## src/rtl/cpu_pkg.sv

```systemverilog
// Shared types for the 9-bit-ISA core front end.
// fetch_entry_t is one prefetch queue slot: the returned ROM word tagged with
// the PC it was fetched from.
package cpu_pkg;

    localparam int CPU_IW  = 8;
    localparam int CPU_INW = 9;

    typedef logic [CPU_INW-1:0] instr_t;
    typedef logic [CPU_IW-1:0]  pc_t;

    typedef struct packed {
        instr_t instr;
        pc_t    pc;
    } fetch_entry_t;

endpackage

```

## src/rtl/fetch_fifo.sv

```systemverilog
// Prefetch queue: synchronous DEPTH-entry FIFO with push, pop and flush.
// Flush wins over push and pop in the same cycle. When empty, head_o keeps
// showing the last head value instead of a stale storage slot.
module fetch_fifo #(
    parameter int W     = 17,
    parameter int DEPTH = 4
) (
    input  logic                     clk,
    input  logic                     reset,
    input  logic                     push_i,
    input  logic [W-1:0]             data_i,
    input  logic                     pop_i,
    input  logic                     flush_i,
    output logic [W-1:0]             head_o,
    output logic [$clog2(DEPTH):0]   count_o
);

    localparam int AW = $clog2(DEPTH);
    localparam int CW = AW + 1;

    logic [W-1:0]  mem_q [DEPTH];
    logic [AW-1:0] wr_q, wr_d;
    logic [AW-1:0] rd_q, rd_d;
    logic [CW-1:0] count_q, count_d;
    logic [W-1:0]  last_q;
    logic          do_push;
    logic          do_pop;

    // Pointer and occupancy next-state; flush clears everything.
    always_comb begin
        do_push = push_i && !flush_i && (count_q != CW'(DEPTH));
        do_pop  = pop_i && !flush_i && (count_q != '0);
        wr_d    = wr_q;
        rd_d    = rd_q;
        count_d = count_q;
        if (flush_i) begin
            wr_d    = '0;
            rd_d    = '0;
            count_d = '0;
        end else begin
            if (do_push) wr_d = wr_q + 1'b1;
            if (do_pop)  rd_d = rd_q + 1'b1;
            if (do_push && !do_pop) begin
                count_d = count_q + 1'b1;
            end else if (!do_push && do_pop) begin
                count_d = count_q - 1'b1;
            end
        end
    end

    // Control state and the held head value.
    always_ff @(posedge clk or posedge reset) begin
        if (reset) begin
            wr_q    <= '0;
            rd_q    <= '0;
            count_q <= '0;
            last_q  <= '0;
        end else begin
            wr_q    <= wr_d;
            rd_q    <= rd_d;
            count_q <= count_d;
            last_q  <= head_o;
        end
    end

    // Entry storage; contents are only meaningful below count_q.
    always_ff @(posedge clk) begin
        if (do_push) mem_q[wr_q] <= data_i;
    end

    assign head_o  = (count_q != '0) ? mem_q[rd_q] : last_q;
    assign count_o = count_q;

endmodule

```

## src/rtl/fetch_unit.sv

```systemverilog
// Instruction fetch stage: issues PC reads to a 1-cycle-latency ROM and
// buffers returned words, tagged with their PC, in a prefetch queue that
// feeds the decoder over valid/ready. Redirect flushes and refetches;
// an epoch bit discards the ROM word that was in flight at the redirect.
// Halt is sticky; done_o rises once no ROM read is outstanding.
// Optional macro FETCH_PERF_EN adds 16-bit saturating push/redirect counters;
// without it perf_fetch_o/perf_flush_o are tied to zero.
module fetch_unit
    import cpu_pkg::*;
#(
    parameter int IW    = CPU_IW,
    parameter int INW   = CPU_INW,
    parameter int DEPTH = 4
) (
    input  logic           clk,
    input  logic           reset,
    output logic           rom_req_o,
    output logic [IW-1:0]  rom_addr_o,
    input  logic [INW-1:0] rom_data_i,
    output logic           instr_valid_o,
    output logic [INW-1:0] instr_o,
    output logic [IW-1:0]  instr_pc_o,
    input  logic           instr_ready_i,
    input  logic           redirect_i,
    input  logic [IW-1:0]  redirect_pc_i,
    input  logic           halt_i,
    output logic           done_o,
    output logic [15:0]    perf_fetch_o,
    output logic [15:0]    perf_flush_o
);

    localparam int CW = $clog2(DEPTH) + 1;
    localparam int OW = CW + 1;

    logic [IW-1:0] fetch_pc_q, fetch_pc_d;
    logic [IW-1:0] issue_pc_q, issue_pc_d;
    logic          issue_epoch_q, issue_epoch_d;
    logic          epoch_q, epoch_d;
    logic          inflight_q, inflight_d;
    logic          halted_q, halted_d;
    logic          done_q, done_d;

    logic [CW-1:0]       fifo_count;
    logic [IW+INW-1:0]   fifo_head;
    logic [OW-1:0]       occ;
    logic                pop;
    logic                push;
    logic                redir_take;
    logic                issue;

    assign instr_valid_o = (fifo_count != '0);
    assign pop           = instr_valid_o && instr_ready_i;
    assign redir_take    = redirect_i && !halted_q;

    // Slots already claimed once this cycle's pop leaves; pop implies count>=1.
    assign occ   = OW'(fifo_count) + OW'(inflight_q) - OW'(pop);
    assign issue = !reset && !halted_q && !halt_i && !redirect_i && (occ < OW'(DEPTH));

    // A return is kept only if issued in the current epoch; redirect beats push.
    assign push = inflight_q && (issue_epoch_q == epoch_q) && !redir_take;

    // Next-state for PC, epoch, in-flight tracking, halt and done.
    always_comb begin
        fetch_pc_d    = fetch_pc_q;
        issue_pc_d    = issue_pc_q;
        issue_epoch_d = issue_epoch_q;
        epoch_d       = epoch_q ^ redir_take;
        inflight_d    = issue;
        halted_d      = halted_q || halt_i;
        if (redir_take) begin
            fetch_pc_d = redirect_pc_i;
        end else if (issue) begin
            fetch_pc_d = fetch_pc_q + 1'b1;
        end
        if (issue) begin
            issue_pc_d    = fetch_pc_q;
            issue_epoch_d = epoch_q;
        end
        done_d = halted_d && !inflight_d;
    end

    // Fetch control registers.
    always_ff @(posedge clk or posedge reset) begin
        if (reset) begin
            fetch_pc_q    <= '0;
            issue_pc_q    <= '0;
            issue_epoch_q <= 1'b0;
            epoch_q       <= 1'b0;
            inflight_q    <= 1'b0;
            halted_q      <= 1'b0;
            done_q        <= 1'b0;
        end else begin
            fetch_pc_q    <= fetch_pc_d;
            issue_pc_q    <= issue_pc_d;
            issue_epoch_q <= issue_epoch_d;
            epoch_q       <= epoch_d;
            inflight_q    <= inflight_d;
            halted_q      <= halted_d;
            done_q        <= done_d;
        end
    end

    fetch_fifo #(
        .W     (IW + INW),
        .DEPTH (DEPTH)
    ) u_fifo (
        .clk     (clk),
        .reset   (reset),
        .push_i  (push),
        .data_i  ({rom_data_i, issue_pc_q}),
        .pop_i   (pop),
        .flush_i (redir_take),
        .head_o  (fifo_head),
        .count_o (fifo_count)
    );

    assign rom_req_o  = issue;
    assign rom_addr_o = fetch_pc_q;
    assign instr_o    = fifo_head[IW+INW-1:IW];
    assign instr_pc_o = fifo_head[IW-1:0];
    assign done_o     = done_q;

`ifdef FETCH_PERF_EN
    logic [15:0] perf_fetch_q;
    logic [15:0] perf_flush_q;

    function automatic logic [15:0] sat_inc(input logic [15:0] v);
        return (v == 16'hFFFF) ? v : v + 16'd1;
    endfunction

    // Saturating event counters for accepted pushes and honoured redirects.
    always_ff @(posedge clk or posedge reset) begin
        if (reset) begin
            perf_fetch_q <= '0;
            perf_flush_q <= '0;
        end else begin
            if (push)       perf_fetch_q <= sat_inc(perf_fetch_q);
            if (redir_take) perf_flush_q <= sat_inc(perf_flush_q);
        end
    end

    assign perf_fetch_o = perf_fetch_q;
    assign perf_flush_o = perf_flush_q;
`else
    assign perf_fetch_o = '0;
    assign perf_flush_o = '0;
`endif

endmodule
```

## config.mk

```make
export PLATFORM = sky130hd
export DESIGN_NAME = fetch_unit
export DESIGN_NICKNAME = d
export VERILOG_FILES = /design/src/rtl/cpu_pkg.sv /design/src/rtl/fetch_fifo.sv /design/src/rtl/fetch_unit.sv
export SDC_FILE = /design/constraint.sdc
export NUM_CORES = 1
export LEC_CHECK = 0
export BUFFER_PORTS_ARGS = -buffer_cell sky130_fd_sc_hd__buf_4
export CAP_MARGIN = 20
export CORE_MARGIN = 2
export CORE_UTILIZATION = 30
export CTS_CLUSTER_DIAMETER = 120
export DETAILED_ROUTE_END_ITERATION = 16
export GPL_ROUTABILITY_DRIVEN = 0
export PLACE_DENSITY = 0.48
export SLEW_MARGIN = 40
export SYNTH_ARGS = -nofsm -noshare
export SYNTH_HDL_FRONTEND = slang
export SYNTH_HIERARCHICAL = 1
export SYNTH_SLANG_ARGS = --single-unit
```

## constraint.sdc

```tcl
create_clock -name clk -period 3.5 [get_ports clk]
set_input_delay 0.175 -clock clk [delete_from_list [all_inputs] [get_ports clk]]
set_output_delay 0.175 -clock clk [all_outputs]
set_load 0.05 [all_outputs]
```

# Word level (Yosys, flattened, before mapping)
# Memory sizes are Yosys's and may differ from the RTL's.
# Cells that the tools add are included.
# word_totals
output_inout_bits	60
ram_bits	68
register_bits	45
in_bits	22
elab_cells	64
n_memories	1
# classes
reduce_logical	29
addsub	7
n_lt_le_gt_ge	1
eq_ne	2
n_mux	12
n_bitwise	1
# memory_table
name	depth	word_bits	read_ports	rd_ports_with_merged_regs	wr	line_no	rtl
u_fifo.mem_q	4	17	1	0	1	fetch_fifo.sv:21	logic [W-1:0] mem_q [DEPTH];
# ops
op	n
$mux 17	1
$mux 8	2
$logic_and 1x1->1	15
$mux 3	3
$add 8x1->8 const B	1
$logic_not 1->1	8
$mux 2	4
$reduce_bool 2->1	3
$reduce_bool 3->1	2
$add 2x1->2 const B	2
$add 3x1->4	1
$lt 4x3->1 const B	1
$sub 4x1->4	1
$add 3x1->3 const B	1
$ne 3x3->1 const B	1
$sub 3x1->3 const B	1
$mux 1	2
$eq 1x1->1	1
$logic_or 1x1->1	1
$xor 1x1->1	1

# Longest topological paths before layout
# logic_depth
depth_word	11
ltp_mapped	12
depth_no_buf	11

# By module
# The synthesis kept the hierarchy.
# by_module_without_submodules
mod	cells_per_inst	area_per_inst_um2	n_inst
fetch_fifo	179	3637.2	1
fetch_unit	132	1303.8	1

# Least setup slack after synthesis
# Ideal clock, no wire load.
# synth_timing
kind	flip-flop to flip-flop
start	reg u_fifo.count_q[2] (netlist: u_fifo/count_o[2])
end	reg issue_pc_q[0]
path_stages_with_launch	12
synth_period_minus_slack_ns	3.036
arrival_ns	2.912
setup_time_ns	0.125
slack_ns	0.464
path_buffers	1
path_cell_list	dfrtp_1 inv_1 nand3_1 and2_1 ha_1 inv_1 ha_1 nand3b_1 and4bb_1 o21ai_1 buf_4 mux2_2
# synth_via
elab_chain_cells	5
elab_cells_between_ends	6
# synth_rtl
item	line_no	rtl
start: declaration	fetch_fifo.sv:24	logic [CW-1:0] count_q, count_d;
start signal: assignment	fetch_fifo.sv:61	count_q <= count_d;
$reduce_bool 3->1	fetch_unit.sv:51	assign instr_valid_o = (fifo_count != '0);
net instr_valid_o	fetch_unit.sv:20	output logic instr_valid_o,
$logic_and 1x1->1	fetch_unit.sv:52	assign pop = instr_valid_o && instr_ready_i;
net pop	fetch_unit.sv:46	logic pop;
$sub 4x1->4	fetch_unit.sv:56	assign occ = OW'(fifo_count) + OW'(inflight_q) - OW'(pop);
$lt 4x3->1	fetch_unit.sv:57	assign issue = !reset && !halted_q && !halt_i && !redirect_i && (occ < OW'(DEPTH));
$logic_and 1x1->1	fetch_unit.sv:57	
end signal: assignment	fetch_unit.sv:94	issue_pc_q <= issue_pc_d;
end: declaration	fetch_unit.sv:36	logic [IW-1:0] issue_pc_q, issue_pc_d;
# The timed path passes the listed nets, and every way through them passes these cells.
# A chain may end at the register's enable or synchronous reset.

# Worst setup path after layout
# layout_timing
start	reg u_fifo.count_q[2] (netlist: u_fifo/count_o[2])
end	out rom_req_o
# layout_via
elab_chain_cells	5
elab_cells_between_ends	6
# layout_rtl
item	line_no	rtl
$reduce_bool 3->1	fetch_unit.sv:51	
$logic_and 1x1->1	fetch_unit.sv:52	
net pop	fetch_unit.sv:46	
$sub 4x1->4	fetch_unit.sv:56	
$lt 4x3->1	fetch_unit.sv:57	
$logic_and 1x1->1	fetch_unit.sv:57	
end: declaration	fetch_unit.sv:17	output logic rom_req_o,
# The timed path passes the listed nets, and every way through them passes these cells.

==> results.ini <==
[synth]
synthDistinctLibCells = 46
synth_warnings = 6
synth_edf_count = 68
synth_flop_cell = edfxtp_1
syn_area_um2 = 4940
synth-seq-cells = 113
synthCells = 311
syn_avg_cell_area_um2 = 15.9
yosysSeqAreaShare = 0.641
async_flop_share = 0.398

[clock_network]
path_clk_slew_ns = 0.05
clock_sinks = 113
clockBufferDepth = 2
clk_latency_ns = 0.40
cts_max_level = 4
root_buffer = clkbuf_16
tritoncts = yes
cts_made_buffers = 17
cts_setup_buffers = 0

[power]
combPwrFrac = 0.329
max-vdd-ir-drop_uv = 446
p_seq_frac = 0.344
clock_power_share = 0.328
switchingPower_uw = 1820
fin_total_pwr_uw = 5140
p_leak_uw = 0.00248
p_per_area_nw_per_um2 = 833
p_sw_frac = 0.354
intPower_uw = 3320

[worst_setup_path]
cp.arrival_ns = 2.96
cp-start-kind = flop
worstSetupPathType = flop to output port
end_kind = output port
required_ns = 3.32
path_max_fanout = 9

[die]
core.rowCount = 46
initial_utilization = 0.309
design.core.area_um2 = 16000
chipWidth_um = 132
dieArea_um2 = 17500
die_h_um = 132
io_pins = 82

[route]
drtAntennaViolNets = 0
post-route-drc-count = 0
drt-total-wl_um = 9610
drt_first_pass_iters = 4
dr_total_vias = 2684
drt_iter0_drc = 117
drt-vias-per-instance = 4.33
wl_per_cell_um = 15.5

[timing]
timing.fmax_ghz = 0.319
fin_ws_ns = 0.366
slew_viol_final = 0
hold_viol = 0
period_needed_ns = 3.13
finalSetupViolCount = 0
fin_tns_setup_ns = 0
finClkSkew_ns = 0.00748
rsz0062_at_grt = no
min_period_over_period = 0.895

[grt]
antenna_found_initial = 0
grtUsageTotal = 0.115
grt_pass1_wl_um = 15100
grt_pass1_vias = 2809
grt_max_degree = 25
grt_overflow = 0

[place]
dp_hpwl_um = 5940
place_ws_ns = 0.426
port_buffers = 49

[layout]
nets = 422
drive_above_1_share = 0.334
seqCellArea_um2 = 3170
areaGrowthSynthToFinish_pct = 25.0
fillCellCount = 1545
multiInputGateArea_um2 = 1530
antenna_cells = 0

[status]
status = completed

[flow_run]
cap_violations = 0

[worst_hold_path]
hold_path.class = input pin to flop

-- cell usage in the layout (no fill, tap or decap), drive strengths merged, types with 4 or more instances in the layout --
| master | n |
|---|---|
| and2 | 7 |
| nand2 | 4 |
| mux2 | 27 |
| edfxtp | 68 |
| nor2 | 16 |
| mux4 | 17 |
| conb | 32 |
| or3 | 5 |
| buf | 59 |
| inv | 16 |
| xnor2 | 6 |
| a31oi | 7 |
| ha | 8 |
| dfrtp | 45 |
| o21ai | 9 |
| dlygate4sd3 | 12 |
| a21oi | 4 |
| clkinv | 5 |
| clkbuf | 21 |
-- path summary, 6_finish.rpt --
path	startpoint	to	slack, ns	depth (start not counted)
worst max-delay path	u_fifo/count_o[2]	rom_req_o	0.37	11
worst min-delay path	redirect_pc_i[1]	rom_addr_o[1]	0.03	3
worst max register to register	u_fifo/count_o[2]	rom_addr_o[7]	0.51	11
worst min register to register	u_fifo/last_q[2]	u_fifo/last_q[2]	0.50	1
max in group asynchronous	reset	u_fifo/rd_q[0]	2.72	4
min in group asynchronous	reset	rom_addr_o[3]	0.36	3
-- per-stage QoR --
stage	util	cell area (µm²)	std cells	hold slack (ns)
global route	0.386	6180	620	0.0409
global placement	0.342	5470	576	0.325
CTS	0.386	6170	620	0.0182
finish	0.386	6180	620	0.0319
detailed placement	0.342	5470	576	0.324
floorplan	-	5060	342	0.152
-- state kept, by name (all words and copies together), names as in the netlist --
register / count
done_o: 1
epoch_q: 1
halted_q: 1
inflight_q: 1
issue_epoch_q: 1
issue_pc_q: 8
rom_addr_o: 8
u_fifo/count_o: 3
u_fifo/last_q: 17
u_fifo/mem_q: 68
u_fifo/rd_q: 2
u_fifo/wr_q: 2
-- per-layer routing --
metal	track usage	vias to the layer above	wire, µm
met3	0.0350	9	441
li1	-	1256	-
met2	0.184	69	4690
met1	0.145	1350	4380
met5	0	-	0
met4	0.0484	0	97
-- area by class of cell --
| cell class | count | area share |
|---|---|---|
| repair buffers | 71 | 0.0911 |
| well taps | 216 | 0.0438 |
| clock buffers | 21 | 0.0713 |
| flip-flops and latches | 113 | 0.513 |
| inverters | 16 | 0.00972 |
| clock inverters | 11 | 0.0225 |
| multi-input cells | 172 | 0.248 |
-- kinds of logic after synthesis --
kind of cell,count (synthesis),synth area share
other cells,1,0.000759
compound gates,26,0.0360
flops,113,0.641
simple gates,50,0.0600
fa+ha+maj,9,0.0243
mux,46,0.149
buf+inv,57,0.0727
xor+xnor,9,0.0160
-- timing repair --
action / in CTS / in global routing
endpoints found under the hold margin: 84 / 0
hold buffers: 12 / 0
endpoints found under the setup margin: 0 / 1
gates resized for setup: 0 / 1
-- critical path, cell delays in order (launching register included) --
cell	delay, ns
dfrtp_1	0.59
inv_1	0.12
nand3_1	0.11
and2_1	0.31
ha_1	0.20
inv_1	0.04
ha_1	0.26
nand3b_1	0.09
and4bb_1	0.24
o21ai_2	0.27
inv_1	0.12
buf_4	0.21
-- synthesized netlist by cell type, types with 3 or more instances --
library cell  number  area (µm²)
edfxtp_1          68        2040
dfrtp_1           45        1130
buf_4             34         255
mux2_2            27         304
inv_1             16        60.1
nor2_1            16        60.1
mux4_2             9         203
ha_1               8         100
mux4_1             8         210
o21ai_0            8        40.0
a31oi_1            7        43.8
and2_1             6        37.5
xnor2_1            6        52.6
or3_1              5        31.3
nand2_1            4        15.0
a21oi_1            3        15.0
xor2_1             3        26.3
-- power groups by stage --
stage / sequential (µW) / combinational [µW] / clock (µW)
after floorplan: 1720 / 1340 / 0
after global placement: 1780 / 1680 / 0
after detailed placement: 1800 / 1690 / 0
after CTS: 1770 / 1710 / 1730
after global routing: 1800 / 1810 / 1780
final: 1770 / 1690 / 1690
No activity file was read; power rests on OpenSTA's default activity.
